$ cat src/rtl/tart_spi_pkg.sv
// Shared addresses, command layout and FSM states for the TART SPI register block.
package tart_spi_pkg;

  localparam logic [6:0] ADDR_STATUS   = 7'h00;
  localparam logic [6:0] ADDR_START    = 7'h01;
  localparam logic [6:0] ADDR_DATA_MSB = 7'h02;
  localparam logic [6:0] ADDR_DATA_MID = 7'h03;
  localparam logic [6:0] ADDR_DATA_LSB = 7'h04;
  localparam logic [6:0] ADDR_DEBUG    = 7'h05;
  localparam logic [6:0] ADDR_RESET    = 7'h0F;

  localparam int CMD_WRITE_BIT = 7;

  typedef enum logic [1:0] {
    ST_IDLE,
    ST_CMD,
    ST_DATA
  } spi_state_t;

  function automatic logic [7:0] read_mux(input logic [6:0]  addr,
                                          input logic [7:0]  status,
                                          input logic [23:0] sample);
    case (addr)
      ADDR_STATUS:   read_mux = status;
      ADDR_DATA_MSB: read_mux = sample[23:16];
      ADDR_DATA_MID: read_mux = sample[15:8];
      ADDR_DATA_LSB: read_mux = sample[7:0];
      default:       read_mux = 8'h00;
    endcase
  endfunction

endpackage

$ cat src/rtl/spi_pin_sync.sv
// Two-flop synchronizer for an asynchronous SPI pin, plus one register for edge detection.
module spi_pin_sync #(
  parameter logic RESET_VAL = 1'b0
) (
  input  logic fpga_clk,
  input  logic rst_n,
  input  logic pin,
  output logic level,
  output logic rise,
  output logic fall
);

  logic meta;
  logic sync;
  logic prev;

  always_ff @(posedge fpga_clk or negedge rst_n) begin
    if (!rst_n) begin
      meta <= RESET_VAL;
      sync <= RESET_VAL;
      prev <= RESET_VAL;
    end else begin
      meta <= pin;
      sync <= meta;
      prev <= sync;
    end
  end

  assign level = sync;
  assign rise  = sync & ~prev;
  assign fall  = ~sync & prev;

endmodule

$ cat src/rtl/tart_spi_regs.sv
// SPI mode-0 slave register file for the TART receiver, oversampled in the fpga_clk domain.
// Define SPI_REGS_BURST_EN to auto-increment the read address (saturating at 0x04) after each data byte.
module tart_spi_regs
  import tart_spi_pkg::*;
(
  input  logic        fpga_clk,
  input  logic        rst_n,
  input  logic        SCK,
  input  logic        MOSI,
  input  logic        SSEL,
  output logic        MISO,
  input  logic [23:0] antenna_data,
  input  logic [7:0]  spi_status,
  output logic        spi_buffer_read_complete,
  output logic        spi_reset,
  output logic        spi_start_aq,
  output logic        spi_debug
);

  logic sck_level, sck_rise, sck_fall;
  logic ssel_level, ssel_rise, ssel_fall;
  logic mosi_meta, mosi_sync;

  spi_pin_sync #(.RESET_VAL(1'b0)) u_sck_sync (
    .fpga_clk (fpga_clk),
    .rst_n    (rst_n),
    .pin      (SCK),
    .level    (sck_level),
    .rise     (sck_rise),
    .fall     (sck_fall)
  );

  // SSEL idles high, so the synchronizer resets high to avoid a phantom select after reset.
  spi_pin_sync #(.RESET_VAL(1'b1)) u_ssel_sync (
    .fpga_clk (fpga_clk),
    .rst_n    (rst_n),
    .pin      (SSEL),
    .level    (ssel_level),
    .rise     (ssel_rise),
    .fall     (ssel_fall)
  );

  logic unused_sync_outputs;
  assign unused_sync_outputs = &{1'b0, sck_level, ssel_rise};

  always_ff @(posedge fpga_clk or negedge rst_n) begin
    if (!rst_n) begin
      mosi_meta <= 1'b0;
      mosi_sync <= 1'b0;
    end else begin
      mosi_meta <= MOSI;
      mosi_sync <= mosi_meta;
    end
  end

  spi_state_t state;
  logic [2:0] bit_cnt;
  logic [6:0] shift_in;
  logic [7:0] shift_out;
  logic [6:0] addr;
  logic       is_write;
  logic [7:0] rx_byte;
  logic [6:0] data_addr_next;

  assign rx_byte = {shift_in, mosi_sync};

`ifdef SPI_REGS_BURST_EN
  assign data_addr_next = (!is_write && (addr < ADDR_DATA_LSB)) ? addr + 7'd1 : addr;
`else
  assign data_addr_next = addr;
`endif

  // Shift-out byte is always loaded whole at a byte boundary so it stays stable while shifting.
  always_ff @(posedge fpga_clk or negedge rst_n) begin
    if (!rst_n) begin
      state                    <= ST_IDLE;
      bit_cnt                  <= 3'd0;
      shift_in                 <= 7'd0;
      shift_out                <= 8'h00;
      addr                     <= 7'd0;
      is_write                 <= 1'b0;
      MISO                     <= 1'b0;
      spi_start_aq             <= 1'b0;
      spi_debug                <= 1'b0;
      spi_reset                <= 1'b0;
      spi_buffer_read_complete <= 1'b0;
    end else begin
      spi_reset                <= 1'b0;
      spi_buffer_read_complete <= 1'b0;
      if (ssel_level) begin
        state   <= ST_IDLE;
        bit_cnt <= 3'd0;
      end else if (ssel_fall) begin
        state     <= ST_CMD;
        bit_cnt   <= 3'd0;
        shift_out <= spi_status;
        MISO      <= spi_status[7];
      end else if (state != ST_IDLE) begin
        if (sck_rise) begin
          shift_in <= rx_byte[6:0];
          bit_cnt  <= bit_cnt + 3'd1;
          if (bit_cnt == 3'd7) begin
            if (state == ST_CMD) begin
              state     <= ST_DATA;
              is_write  <= rx_byte[CMD_WRITE_BIT];
              addr      <= rx_byte[6:0];
              shift_out <= rx_byte[CMD_WRITE_BIT] ? 8'h00
                           : read_mux(rx_byte[6:0], spi_status, antenna_data);
            end else begin
              if (is_write) begin
                case (addr)
                  ADDR_START: spi_start_aq <= rx_byte[0];
                  ADDR_DEBUG: spi_debug    <= rx_byte[0];
                  ADDR_RESET: spi_reset    <= rx_byte[0];
                  default:    ;
                endcase
              end else if (addr == ADDR_DATA_LSB) begin
                spi_buffer_read_complete <= 1'b1;
              end
              addr      <= data_addr_next;
              shift_out <= is_write ? 8'h00
                           : read_mux(data_addr_next, spi_status, antenna_data);
            end
          end
        end else if (sck_fall) begin
          if (bit_cnt == 3'd0) begin
            MISO <= shift_out[7];
          end else begin
            shift_out <= {shift_out[6:0], 1'b0};
            MISO      <= shift_out[6];
          end
        end
      end
    end
  end

endmodule

$ cat config.mk
export PLATFORM = sky130hd
export DESIGN_NAME = tart_spi_regs
export DESIGN_NICKNAME = d
export VERILOG_FILES = /design/src/rtl/tart_spi_pkg.sv /design/src/rtl/spi_pin_sync.sv /design/src/rtl/tart_spi_regs.sv
export SDC_FILE = /design/constraint.sdc
export NUM_CORES = 1
export LEC_CHECK = 0
export BUFFER_PORTS_ARGS = -buffer_cell sky130_fd_sc_hd__clkbuf_2
export CAP_MARGIN = 25
export CORE_MARGIN = 4
export CORE_UTILIZATION = 35
export CTS_BUF_LIST = sky130_fd_sc_hd__clkbuf_8 sky130_fd_sc_hd__clkbuf_16
export DETAILED_ROUTE_END_ITERATION = 6
export PLACE_DENSITY_LB_ADDON = 0.2
export SLEW_MARGIN = 20
export SYNTH_ARGS = -nofsm -noshare
export SYNTH_HDL_FRONTEND = slang
export SYNTH_SLANG_ARGS = --single-unit
export TNS_END_PERCENT = 1
$ cat constraint.sdc
create_clock -name fpga_clk -period 2.6 [get_ports fpga_clk]
set_input_delay 0.13 -clock fpga_clk [delete_from_list [all_inputs] [get_ports fpga_clk]]
set_output_delay 0.13 -clock fpga_clk [all_outputs]
set_load 0.005 [all_outputs]
==> impl_metrics.env <==
export IMPL_status="complete, no violations"
export IMPL_synth_cell_types=44
export IMPL_final_common_cell="clkbuf_2"
export IMPL_worstMarginPinSlew_ns=0.657
export IMPL_power_total_mw=1.43
export IMPL_clock_sinks=41
export IMPL_synth_area_leader_cell="dfrtp_1"
export IMPL_dp_hpwl_um=4750
export IMPL_seqPwrFrac=0.515
export IMPL_internal_power_mw=1.02
export IMPL_port_buffers=41
export IMPL_cp_required_ns=2.77
export IMPL_fp_dieArea_um2=8300
export IMPL_rsz0062_at_grt="no"
export IMPL_period_minus_slack_ns=2.15
export IMPL_grt_use_total=0.159
export IMPL_setup_violations=0
export IMPL_powerDensity_nw_per_um2=497
export IMPL_clock_skew_ns=0.00512
export IMPL_crit_path_end_kind="flip-flop"
export IMPL_tns_ns=0
export IMPL_grt_pass1_vias=2036
export IMPL_vias_per_cell=5.52
export IMPL_peakVddDrop_mv=0.238
export IMPL_final_fill_count=660
export IMPL_area_growth_pct=19.5
export IMPL_grt_start_max_net_pins=24
export IMPL_cts_clk_slew_worst_paths_ns=0.08
export IMPL_p_sw_frac=0.289
export IMPL_drive_gt1_frac=0.342
export IMPL_synth_edff_count=0
export IMPL_maxCapViolCount=0
export IMPL_min_path_type="input port to flip-flop"
export IMPL_drc=0
export IMPL_synth_avg_cell_area_um2=10.5
export IMPL_async_flop_share=1.00
export IMPL_synth_area_um2=2420
export IMPL_ant_nets=0
export IMPL_die_y_um=91.1
export IMPL_slew_headroom=0.562
export IMPL_firstDrtPassIters=6
export IMPL_diodes=0
export IMPL_fin_crit_sh=0.828
export IMPL_wl_um=6360
export IMPL_drtIter0Drc=151
export IMPL_finalHoldViolCount=0
export IMPL_ios=42
export IMPL_cp_start_kind="flip-flop"
export IMPL_cts_buffers_inserted=5
export IMPL_post_cts_resized=0
export IMPL_pwr_share_comb=0.194
export IMPL_p_leak_nw=1.31
export IMPL_drt_wirelength_per_cell_um=17.6
export IMPL_ctsLongestPathBuffers=2
export IMPL_dieWidth_um=91.1
export IMPL_syn_num_nets=273
export IMPL_initial_core_util=0.358
export IMPL_worstSetupPathType="flip-flop to flip-flop"
export IMPL_yosys_area_top_type_share=0.393
export IMPL_rows=30
export IMPL_yosys_register_bits=41
export IMPL_synth_flop_cell="dfrtp_1"
export IMPL_coreArea_um2=6760
export IMPL_synth_area_leaders="dfrtp_1, mux2_2, mux2i_1"
export IMPL_final_cell_mix="clkbuf_2, dfrtp_1, mux2_2"
export IMPL_clkPwrFrac=0.290
export IMPL_maxSlewViolCount=0
export IMPL_yosysWarnings=0
export IMPL_antenna_found_initial=0
export IMPL_critPathMaxFanout=8
export IMPL_final_nets=322
export IMPL_clk_latency_ns=0.30
export IMPL_globalplace_congestion=0.793
export IMPL_cts_root_buf="clkbuf_8"
export IMPL_num_vias=1993
export IMPL_cts_tree="built"
export IMPL_grt_pass1_wl_um=10500
export IMPL_htreeDepth=2
export IMPL_fmax_mhz=465
export IMPL_overflow=0
export IMPL_syn_instance_count=231
export IMPL_p_switching_mw=0.415
export IMPL_ys_seq_area_frac=0.426
export IMPL_cp_arrival_ns=2.33
layout make-up:
class	count	area, um2	share of cell area
inverters	7	26.3	0.00909
well taps	80	100	0.0346
repair buffers	53	325	0.113
multi-input cells	172	1320	0.457
flip-flops and latches	41	1030	0.356
clock inverters	3	18.8	0.00650
clock buffers	5	68.8	0.0238
critical path: stages, from the launching register on:
cell and delay, ns:
dfrtp_1 0.37, ha_1 0.15, ha_1 0.28, nor2b_1 0.08, a2111o_1 0.44, a21oi_4 0.37
mux2i_1 0.24, o211ai_1 0.10
power by group through the flow:
stage,registers (mW),logic [mW],clock network [mW]
detailed placement,0.752,0.277,0
global placement,0.751,0.267,0
floorplan,0.725,0.185,0
CTS,0.739,0.282,0.432
finish,0.739,0.279,0.417
global route,0.748,0.309,0.456
repair_timing:
item | CTS | global route
hold buffers | 4 | 0
endpoints found under the hold margin | 25 | 0
setup buffers | 0 | 0
flip-flops by register name, indices dropped and copies added (netlist names):
name	count
u_ssel_sync.level	1
shift_in	7
u_sck_sync.level	1
addr	7
u_ssel_sync.prev	1
shift_out	8
u_sck_sync.prev	1
u_sck_sync.meta	1
mosi_sync	1
mosi_meta	1
spi_buffer_read_complete	1
spi_reset	1
spi_debug	1
is_write	1
MISO	1
u_ssel_sync.meta	1
state	2
bit_cnt	3
spi_start_aq	1
synth_stat cells, types with 2 or more instances:
cell      number
a21oi_1        3
a222oi_1       8
a22oi_1        4
clkbuf_1       9
dfrtp_1       38
dfstp_2        3
ha_1           5
inv_1          6
mux2_2        28
mux2i_1       20
nand2_1       25
nand2b_1       3
nand3_1       12
nand3b_1       2
nand4_1        2
nor2_1         9
nor2b_1        4
nor3_1         3
nor3_2         2
nor3b_1        3
nor4_1         4
o211ai_1       7
o21ai_0        3
o22ai_1        7
or4_4          2
path summary, 6_finish.rpt:
check / start / to / slack (ns) / cells past startpoint
setup / recovery: bit_cnt[1] / shift_out[4] / 0.45 / 7
hold / removal: spi_status[7] / MISO / 0.16 / 3
setup reg to reg: bit_cnt[1] / shift_out[4] / 0.45 / 7
hold reg to reg: u_ssel_sync.meta / u_ssel_sync.level / 0.36 / 0
max in group asynchronous: rst_n / u_ssel_sync.meta / 1.60 / 3
min in group asynchronous: rst_n / shift_out[6] / 0.39 / 2
per-stage QoR:
step / instances / cell area, um2 / worst slack [ns] / hold WS, ns / utilization
floorplan: 231 / 2420 / 0.566 / -0.166 / -
global placement: 348 / 2730 / 0.497 / 0.220 / 0.405
detailed placement: 349 / 2760 / 0.445 / 0.191 / 0.409
CTS: 361 / 2890 / 0.446 / 0.151 / 0.428
global route: 361 / 2890 / 0.299 / 0.192 / 0.428
finish: 361 / 2890 / 0.447 / 0.159 / 0.428
routing by layer:
metal,up-vias,track usage,part of all wire
met5,-,0,0
met4,0,0.0465,0.012
met3,5,0.0373,0.050
met2,46,0.251,0.48
met1,968,0.216,0.46
li1,974,-,-
logic make-up (layout without fill, tap and decap cells):
kind of cell | after synthesis | in the layout | share of synthesized area
simple gates | 77 | 77 | 0.170
fa+ha+maj | 5 | 5 | 0.0259
compound gates | 41 | 41 | 0.133
mux | 48 | 48 | 0.213
buf+inv | 18 | 68 | 0.0284
xor+xnor | 1 | 1 | 0.00362
flops | 41 | 41 | 0.426
Power figures use the tool's default switching activity.
